<file path="config.mk">
export PLATFORM = sky130hd
export DESIGN_NAME = input_signal_check
export DESIGN_NICKNAME = d
export VERILOG_FILES = /design/src/rtl/input_signal_check.sv
export SDC_FILE = /design/constraint.sdc
export NUM_CORES = 1
export LEC_CHECK = 0
export ABC_AREA = 1
export BUFFER_PORTS_ARGS = -buffer_cell sky130_fd_sc_hd__buf_2
export CAP_MARGIN = 20
export CORE_UTILIZATION = 55
export DETAILED_ROUTE_END_ITERATION = 6
export HOLD_SLACK_MARGIN = 0.03
export PLACE_DENSITY = 0.78
export SETUP_SLACK_MARGIN = 0.1
export SYNTH_ARGS = -nofsm -noshare
export SYNTH_HDL_FRONTEND = slang
export SYNTH_SLANG_ARGS = --single-unit
</file>
<file path="constraint.sdc">
create_clock -name radio_clk -period 3.8 [get_ports radio_clk]
set_input_delay 0.57 -clock radio_clk [delete_from_list [all_inputs] [get_ports radio_clk]]
set_output_delay 0.57 -clock radio_clk [all_outputs]
set_load 0.05 [all_outputs]
</file>
<file path="src/rtl/input_signal_check.sv">
// Receive-stream sanity checker: locks onto the 0,0,A,A training pattern and counts word/bit errors while locked.
// Optional feature macro: INPUT_SIGNAL_CHECK_BITERR_EN (per-bit error counting via popcount).
module input_signal_check #(
    parameter int LOCK_COUNT = 8,
    parameter int LOSS_COUNT = 4,
    parameter int ERR_W      = 16
) (
    input  logic             radio_clk,
    input  logic             radio_rst_n,
    input  logic [31:0]      rx,
    input  logic             rx_stb,
    input  logic             clear,
    output logic             locked,
    output logic [ERR_W-1:0] err_cnt,
    output logic [ERR_W-1:0] bit_err_cnt
);

    localparam logic [31:0] PAT_A  = 32'hAAAA_AAAA;
    localparam logic [31:0] PAT_Z  = 32'h0000_0000;
    localparam logic [7:0]  LOCK_N = 8'(LOCK_COUNT);
    localparam logic [7:0]  LOSS_N = 8'(LOSS_COUNT);

    typedef enum logic [1:0] {
        SEARCH = 2'd0,
        VERIFY = 2'd1,
        LOCKED = 2'd2
    } state_t;

    state_t           state_q, state_d;
    logic [1:0]       phase_q, phase_d;
    logic [31:0]      prev_q, prev_d;
    logic [7:0]       good_q, good_d;
    logic [7:0]       miss_q, miss_d;
    logic             locked_q, locked_d;
    logic [ERR_W-1:0] err_q, err_d;
    logic [31:0]      expected;
    logic             match;
    logic             count_err;

    assign expected = phase_q[1] ? PAT_A : PAT_Z;
    assign match    = (rx == expected);

    always_comb begin
        state_d   = state_q;
        phase_d   = phase_q;
        prev_d    = prev_q;
        good_d    = good_q;
        miss_d    = miss_q;
        count_err = 1'b0;
        if (rx_stb) begin
            prev_d  = rx;
            phase_d = phase_q + 2'd1;
            case (state_q)
                SEARCH: begin
                    // The A that follows a zero sits at phase 2, so phase 3 is expected next.
                    if (rx == PAT_A && prev_q == PAT_Z) begin
                        phase_d = 2'd3;
                        good_d  = 8'd1;
                        miss_d  = 8'd0;
                        state_d = (LOCK_N == 8'd1) ? LOCKED : VERIFY;
                    end
                end
                VERIFY: begin
                    if (match) begin
                        good_d = good_q + 8'd1;
                        if (good_q + 8'd1 >= LOCK_N) begin
                            state_d = LOCKED;
                            miss_d  = 8'd0;
                        end
                    end else begin
                        good_d  = 8'd0;
                        state_d = SEARCH;
                    end
                end
                LOCKED: begin
                    if (match) begin
                        miss_d = 8'd0;
                    end else begin
                        count_err = 1'b1;
                        miss_d    = miss_q + 8'd1;
                        if (miss_q + 8'd1 >= LOSS_N) begin
                            state_d = SEARCH;
                            miss_d  = 8'd0;
                            good_d  = 8'd0;
                        end
                    end
                end
                default: state_d = SEARCH;
            endcase
        end
    end

    always_comb begin
        err_d = err_q;
        if (count_err && err_q != '1) err_d = err_q + 1'b1;
        if (clear) err_d = '0;
        locked_d = (state_d == LOCKED);
    end

    always_ff @(posedge radio_clk or negedge radio_rst_n) begin
        if (!radio_rst_n) begin
            state_q  <= SEARCH;
            phase_q  <= 2'd0;
            prev_q   <= 32'hFFFF_FFFF;
            good_q   <= 8'd0;
            miss_q   <= 8'd0;
            locked_q <= 1'b0;
            err_q    <= '0;
        end else begin
            state_q  <= state_d;
            phase_q  <= phase_d;
            prev_q   <= prev_d;
            good_q   <= good_d;
            miss_q   <= miss_d;
            locked_q <= locked_d;
            err_q    <= err_d;
        end
    end

    assign locked  = locked_q;
    assign err_cnt = err_q;

`ifdef INPUT_SIGNAL_CHECK_BITERR_EN
    localparam int SW = ERR_W + 7;

    logic [31:0]      diff;
    logic [5:0]       pop;
    logic [SW-1:0]    bit_sum;
    logic [ERR_W-1:0] bit_err_q, bit_err_d;

    assign diff = rx ^ expected;

    always_comb begin
        pop = 6'd0;
        for (int i = 0; i < 32; i++) pop = pop + 6'(diff[i]);
    end

    // Wide sum so a full 32-bit miss saturates cleanly even for narrow counters.
    always_comb begin
        bit_sum   = SW'(bit_err_q) + SW'(pop);
        bit_err_d = bit_err_q;
        if (count_err) begin
            if (bit_sum > SW'({ERR_W{1'b1}})) bit_err_d = '1;
            else                               bit_err_d = bit_sum[ERR_W-1:0];
        end
        if (clear) bit_err_d = '0;
    end

    always_ff @(posedge radio_clk or negedge radio_rst_n) begin
        if (!radio_rst_n) bit_err_q <= '0;
        else              bit_err_q <= bit_err_d;
    end

    assign bit_err_cnt = bit_err_q;
`else
    assign bit_err_cnt = '0;
`endif

endmodule

</file>
After elaboration in Yosys (flattened, before gate mapping)
Index checks and enable logic that the tools add are counted.
{"block": "word_totals", "reg_bits": 69, "input_bits": 36, "output_inout_bits": 33, "elab_cells": 58}
{"block": "op_classes", "n_addsub": 4, "n_lt_le_gt_ge": 2, "n_eq_ne": 11, "mux": 26, "n_reduce_logical": 8}
{"op": "$mux 8", "n": 9}
{"op": "$pmux 8 s3", "n": 2}
{"op": "$eq 32x32->1", "n": 1}
{"op": "$eq 32x32->1 const B", "n": 1}
{"op": "$logic_not 32->1", "n": 1}
{"op": "$mux 16", "n": 2}
{"op": "$mux 32", "n": 1}
{"op": "$add 16x1->16 const B", "n": 1}
{"op": "$add 8x1->8 const B", "n": 2}
{"op": "$mux 2", "n": 8}
{"op": "$ne 16x16->1 const B", "n": 1}
{"op": "$ne 2x2->1 const B", "n": 5}
{"op": "$reduce_and 5->1", "n": 2}
{"op": "$ge 8x3->1 const B", "n": 1}
{"op": "$ge 8x4->1 const B", "n": 1}
{"op": "$pmux 2 s3", "n": 1}
{"op": "$eq 2x2->1 const B", "n": 2}
{"op": "$mux 1", "n": 3}
{"op": "$reduce_bool 3->1", "n": 1}
{"op": "$add 2x1->2 const B", "n": 1}
{"op": "$eq 2x1->1 const B", "n": 1}
{"op": "$logic_and 1x1->1", "n": 2}
{"op": "$logic_not 2->1", "n": 1}
{"op": "$reduce_bool 2->1", "n": 1}

Longest topological paths before layout
Gate-level depths: netlist of the first run.
{"block": "logic_depth", "ltp_word": 8, "mapped_depth": 15, "ltp_nobuf": 15}

Worst setup path after synthesis of the first run
OpenSTA, ideal clock, no wires.
{"block": "synth_path", "path_kind": "register to register", "start": "register err_q[0], in the netlist err_cnt[0]", "end": "register err_q[3], in the netlist err_cnt[3]", "setup_ps": 123, "t_arrival_ps": 1817, "t_required_ps": 3677, "path_slack_ps": 1860, "stages_incl_launch_ff": 10, "n_path_buf": 1, "synth_period_minus_slack_ps": 1940, "cell_sequence": "dfrtp_1 ha_1 nand3_1 inv_1 nand2_1 o2111ai_2 nand2_2 buf_6 nand2_1 o21ai_2"}
{"block": "synth_between", "elab_chain_cells": 3, "word_cells_on_any_way": 6, "classes_between": "1 x add/sub; 1 x eq/ne; 2 x mux; 2 x reduce/logical"}
{"element": "from (decl)", "line_no": "35", "source": "logic [ERR_W-1:0] err_q, err_d;"}
{"element": "from (signal assigned)", "line_no": "116", "source": "err_q <= err_d;"}
{"element": "$add 16x1->16 / $ne 16x16->1 (equally long branches)", "line_no": "95", "source": "if (count_err && err_q != '1) err_d = err_q + 1'b1;"}
{"element": "$mux 16 / $logic_and 1x1->1 (equally long branches)", "line_no": "95"}
{"element": "$mux 16 / $reduce_bool 2->1 (equally long branches)"}
Parallel ways exist; a longest one is shown, timed or not. The select of a mux whose other input is x is not followed.
A chain may end at the register's enable or synchronous reset.

Worst setup path in the final report of the first run
{"block": "layout_path", "start": "register err_q[0], in the netlist err_cnt[0]", "end": "register err_q[15], in the netlist err_cnt[15]"}
The elaborated chain is that of the path after synthesis.

==> results of run 1 <==
-- kinds of logic (layout without fill, tap and decap cells) --
group	Yosys count	count (layout)	synth area share
AO/OA/AOI/OAI	50	50	0.0720
XOR/XNOR	18	18	0.0373
adder cells (fa/ha/maj)	7	7	0.0207
buffers and inverters	102	144	0.110
flip-flops	69	69	0.418
other	1	16	0.000888
AND/OR/NAND/NOR	329	329	0.341
-- through the flow --
stage / hold WS [ns] / instances
3_5_place_dp: 0.453 / 716
3_3_place_gp: 0.452 / 716
4_1_cts: 0.399 / 732
2_1_floorplan: 0.274 / 591
5_1_grt: 0.444 / 732
6_report: 0.363 / 732
-- layout make-up --
cell class	instances	area [um^2]
Clock buffer	11	131
Clock inverter	5	51.3
Fill cell	656	2650
Inverter	74	280
Multi-Input combinational cell	420	2050
Sequential cell	69	1770
Tap cell	99	124
Timing Repair Buffer	54	275
-- critical path: stages, from the launching register on --
cell	delay, ns
dfrtp_1	0.45
ha_1	0.22
nand3_1	0.15
inv_1	0.11
nand2_1	0.10
o2111ai_2	0.47
nand2_2	0.40
nand2_1	0.19
o21ai_2	0.07
-- metal layers --
metal | part of all wire | wire length, um
met1 | 0.47 | 3920
met2 | 0.48 | 3970
met5 | 0 | 0
met3 | 0.036 | 299
met4 | 0.016 | 130
-- worst max path at each step --
stage	startpoint	endpoint	slack, ns	depth (start not counted)
after detailed placement	rx[4]	err_cnt[15]$_DFFE_PN0P_	1.40	11
after global placement	rx[4]	err_cnt[15]$_DFFE_PN0P_	1.45	11
after CTS	err_cnt[0]$_DFFE_PN0P_	err_cnt[15]$_DFFE_PN0P_	1.51	8
after global routing	err_cnt[0]$_DFFE_PN0P_	err_cnt[15]$_DFFE_PN0P_	1.29	8
after floorplan	err_cnt[0]$_DFFE_PN0P_	err_cnt[3]$_DFFE_PN0P_	1.86	9
final	err_cnt[0]$_DFFE_PN0P_	err_cnt[15]$_DFFE_PN0P_	1.51	8
-- power by group through the flow --
stage	clock [mW]	sequential, mW	combinational, mW
2_1_floorplan	0	0.901	0.302
3_3_place_gp	0	0.900	0.380
3_5_place_dp	0	0.902	0.390
4_1_cts	0.587	0.890	0.392
5_1_grt	0.622	0.900	0.443
6_report	0.572	0.891	0.388
-- cells in the mapped netlist, types with 2 or more instances --
cell type / number
nand2_2: 6
inv_2: 4
ha_1: 7
buf_4: 17
o21ai_2: 6
nor2_2: 11
nand4_1: 7
inv_1: 68
nor2_1: 83
dfstp_2: 32
dfrtp_1: 37
nand2_4: 5
clkbuf_1: 9
nand2_1: 165
buf_6: 2
o21ai_0: 25
a21oi_1: 4
nor3_1: 2
nand3_1: 42
o21ai_1: 9
xnor2_1: 4
xor2_1: 14
-- registers in the layout, indices dropped and copies added (netlist names) --
name / flops
miss_q: 8
locked: 1
prev_q: 32
good_q: 8
err_cnt: 16
phase_q: 2
state_q: 2
==> results.py, run 1 <==
metrics = {
    "timing": {
        "clock_skew_ns": 0.00957,
        "maxSlewViolCount": 0,
        "post-route-min-period_ns": 2.29,
        "final.setup.tns_ns": 0,
        "min_period_over_period": 0.602,
        "worst_slew_pin_slew_ns": 0.918,
        "fmax_ghz": 0.437,
        "hold_violations": 0,
        "finalWorstSetupSlack_ns": 1.51,
        "slew_headroom": 0.388,
        "rsz0062_at_grt": "no",
        "setup_violations": 0,
    },
    "placed_design": {
        "routabilityCongestion": 0.837,
        "place_area_mm2": 0.00450,
        "dp_hpwl_um": 6220,
        "io_buffers": 52,
        "dp_slack_ns": 1.40,
    },
    "logic_synthesis": {
        "syn_area_per_cell_um2": 7.33,
        "synth_warnings": 0,
        "synthFlopType": "dfrtp_1",
        "synth_area_leaders": "dfrtp_1 (22%), dfstp_2 (20%), nand2_1 (15%)",
        "ys_seq_area_frac": 0.418,
        "synthArstFlopShare": 1.00,
        "synth_edf_count": 0,
        "synth_area_mm2": 0.00422,
        "synth_top_area_cell": "dfrtp_1",
        "postSynthCellCount": 576,
        "ys_ff_latch": 69,
        "synth_cell_types": 39,
        "yosys.area.top_type_share": 0.219,
    },
    "cts": {
        "path_clk_slew_ns": 0.08,
        "root_buffer": "clkbuf_8",
        "postCtsHoldBufs": 0,
        "cts_tree": "done",
        "cts_made_buffers": 9,
        "cts.path.max_buffers": 2,
        "cts_resized": 0,
        "clock_latency_ns": 0.34,
        "htreeDepth": 3,
        "post_cts_buffers": 0,
        "cts_sinks": 69,
    },
    "final_layout": {
        "finalCoreUtilization": 0.638,
        "layout_commonest_cell": "nand2_1",
        "final_cell_mix": "nand2_1 (165), nor2_1 (83), inv_1 (68), buf_2 (52), nand3_1 (42)",
        "drive_gt1_frac": 0.221,
        "design_area_mm2": 0.00468,
        "syn_to_final_growth_pct": 10.8,
        "nNetsFinal": 671,
        "diodes": 0,
    },
    "critical_path": {
        "worstPathRequired_ns": 4.01,
        "cp-end-kind": "flip-flop",
        "r2r_slack_ns": 1.51,
        "critPathKind": "reg -> reg",
        "cp.arrival_ns": 2.50,
        "r2r_end": "err_cnt[15]$_DFFE_PN0P_",
        "rr_worst_depth": 8,
        "path_max_fanout": 22,
        "r2r_start": "err_cnt[0]$_DFFE_PN0P_",
        "startpoint_type": "flip-flop",
    },
    "power": {
        "p_clk_frac": 0.309,
        "peakVddDrop_v": 0.000233,
        "power_frac_seq": 0.481,
        "fin_total_pwr_mw": 1.85,
        "power_switching_share": 0.322,
        "leakage_nw": 2.34,
        "power_frac_comb": 0.210,
        "p_switching_mw": 0.595,
        "p_int_mw": 1.26,
        "power_density_mw_per_mm2": 396,
    },
    "routing": {
        "via_count": 3629,
        "routed_wl_um": 8310,
        "drt_first_pass_iters": 5,
        "wl_per_cell_um": 11.4,
        "ant_nets": 0,
        "via_per_inst": 4.96,
        "drt-initial-drc-count": 190,
        "post-route-drc-count": 0,
    },
    "global_route": {
        "grt_pass1_vias": 3317,
        "antenna_found_initial": 0,
        "use_met1": 0.309,
        "grt_overflow": 0,
        "top_usage_layer": "met2",
        "grt_pass1_wl_um": 14500,
        "grt_use_total": 0.235,
        "grtUsageMet3": 0.0338,
        "grt_max_degree": 44,
        "grt_use_met2": 0.393,
    },
    "floorplanning": {
        "die_h_um": 89.6,
        "num_io_pins": 69,
        "dieArea_mm2": 0.00803,
        "core_area_mm2": 0.00733,
        "rows": 31,
        "die_w_um": 89.6,
        "initial_core_util": 0.576,
    },
    "outcome": {
        "status": "finished, final reports clean",
    },
    "hold_path": {
        "hold_path.class": "in -> async",
    },
    "run": {
        "cap_violations": 0,
    },
}
(Power assumes the default switching activity.)
==> inputs of run 2 (changes only) <==
==> constraint.sdc (replaced) <==
create_clock -name radio_clk -period 2.2 [get_ports radio_clk]
set_input_delay 0.33 -clock radio_clk [delete_from_list [all_inputs] [get_ports radio_clk]]
set_output_delay 0.33 -clock radio_clk [all_outputs]
set_load 0.05 [all_outputs]
==> run 2 against run 1 <==
Effect of this change:
- design area increased by 0.80%
- sequential cell count unchanged
- total power increased by 70%
- sequential power increased by 73%
- setup slack got worse by 1.1 ns
- register-to-register slack got worse by 1.1 ns
- combinational power increased by 78%
- clock skew increased by 0.0020 ns
- routed wire length increased by 3.8%
- via count decreased by 0.58%
- critical path type unchanged
- largest power group unchanged
==> results.py, run 2 (synthesized netlist as in run 1, its figures left out) <==
metrics = {
    "hold_path": {
        "hold_path.class": "in -> reg",
    },
    "floorplanning": {
        "core_area_mm2": 0.00733,
        "initial_core_util": 0.576,
        "num_io_pins": 69,
        "die_w_um": 89.6,
        "rows": 31,
        "die_h_um": 89.6,
        "dieArea_mm2": 0.00803,
    },
    "run": {
        "cap_violations": 0,
    },
    "timing": {
        "setup_violations": 0,
        "final.setup.tns_ns": 0,
        "min_period_over_period": 0.826,
        "rsz0062_at_grt": "no",
        "maxSlewViolCount": 0,
        "holdWs_ns": 0.191,
        "hold_violations": 0,
        "post-route-min-period_ns": 1.82,
        "clock_skew_ns": 0.0115,
        "fmax_ghz": 0.550,
    },
    "routing": {
        "post-route-drc-count": 0,
        "wl_per_cell_um": 11.7,
        "via_per_inst": 4.90,
        "drt-initial-drc-count": 169,
        "via_count": 3608,
        "ant_nets": 0,
        "routed_wl_um": 8630,
        "drt_first_pass_iters": 4,
    },
    "final_layout": {
        "final_cell_mix": "nand2_1 (165), nor2_1 (83), inv_1 (68), buf_2 (52), nand3_1 (42)",
        "finalCoreUtilization": 0.643,
        "n_fill_cell": 637,
        "syn_to_final_growth_pct": 11.6,
        "nNetsFinal": 675,
        "regMostFlops": "prev_q",
        "layout_commonest_cell": "nand2_1",
        "drive_gt1_frac": 0.226,
        "design_area_mm2": 0.00472,
        "largest_register_ffs": 32,
        "diodes": 0,
    },
    "critical_path": {
        "critPathKind": "reg -> reg",
        "worstPathRequired_ns": 2.44,
        "startpoint_type": "flip-flop",
        "cp.arrival_ns": 2.05,
        "path_max_fanout": 22,
        "cp-end-kind": "flip-flop",
    },
    "power": {
        "leakage_nw": 2.36,
        "peakVddDrop_v": 0.000359,
        "fin_total_pwr_mw": 3.14,
        "power_density_mw_per_mm2": 667,
    },
    "global_route": {
        "grt_max_degree": 70,
        "antenna_found_initial": 0,
        "grt_use_total": 0.230,
        "grt_pass1_wl_um": 13900,
        "grt_pass1_vias": 3137,
        "grt_overflow": 0,
    },
    "cts": {
        "cts_tree": "done",
        "cts_made_buffers": 9,
        "cts_sinks": 69,
        "cts.path.max_buffers": 2,
        "root_buffer": "clkbuf_8",
        "post_cts_buffers": 0,
        "clock_latency_ns": 0.35,
        "htreeDepth": 3,
        "path_clk_slew_ns": 0.07,
    },
    "placed_design": {
        "io_buffers": 52,
        "dp_hpwl_um": 6390,
        "routabilityCongestion": 0.852,
        "place_area_mm2": 0.00453,
    },
    "outcome": {
        "status": "finished, final reports clean",
    },
}
run 2: routing by layer:
layer	track usage	part of all wire	vias up
met4	0.0837	0.013	0
li1	-	-	1864
met1	0.292	0.46	1662
met2	0.390	0.49	72
met5	0	0	-
met3	0.0475	0.033	10
run 2: final cells by class:
type | instances | area, um^2 | area share
tap | 99 | 124 | 0.0263
sequential | 69 | 1770 | 0.375
clock buffer | 12 | 145 | 0.0308
timing repair buffer | 58 | 320 | 0.0679
inverter | 74 | 280 | 0.0594
multi-input combinational | 420 | 2050 | 0.436
clock inverter | 4 | 25.0 | 0.00531
run 2: final timing paths:
| kind | start | cells after the start | slack, ns | to |
|---|---|---|---|---|
| max | err_cnt[0]$_DFFE_PN0P_ | 8 | 0.38 | err_cnt[4]$_DFFE_PN0P_ |
| min | rx[28] | 3 | 0.19 | prev_q[28]$_DFFE_PN1P_ |
| max reg2reg | err_cnt[0]$_DFFE_PN0P_ | 8 | 0.38 | err_cnt[4]$_DFFE_PN0P_ |
| min reg2reg | prev_q[28]$_DFFE_PN1P_ | 2 | 0.46 | prev_q[28]$_DFFE_PN1P_ |
| max in group asynchronous | radio_rst_n | 3 | 1.33 | prev_q[7]$_DFFE_PN1P_ |
| min in group asynchronous | radio_rst_n | 3 | 0.53 | err_cnt[9]$_DFFE_PN0P_ |
run 2: timing repair:
action,4_1_cts,5_1_grt
gates resized for setup,0,1
hold buffers,1,0
endpoints found under the setup margin,0,4
hold endpoints to repair,37,0
run 2: through the flow:
stage          worst slack, ns  instances
6_report                 0.382        736
5_1_grt                  0.212        736
4_1_cts                  0.268        736
3_5_place_dp             0.180        719
3_3_place_gp             0.196        719
2_1_floorplan            0.260        591
run 2: power breakdown:
group	internal [mW]	switching, mW
Combinational	0.221	0.468
Clock	0.436	0.475
Sequential	1.44	0.105
run 2: worst max-delay path, stage by stage, from the launching register on:
cell	delay, ns
dfrtp_1	0.44
ha_1	0.21
nand3_1	0.15
inv_1	0.12
nand2_1	0.10
o2111ai_2	0.27
nand2_4	0.21
nand2_1	0.14
o21ai_2	0.06
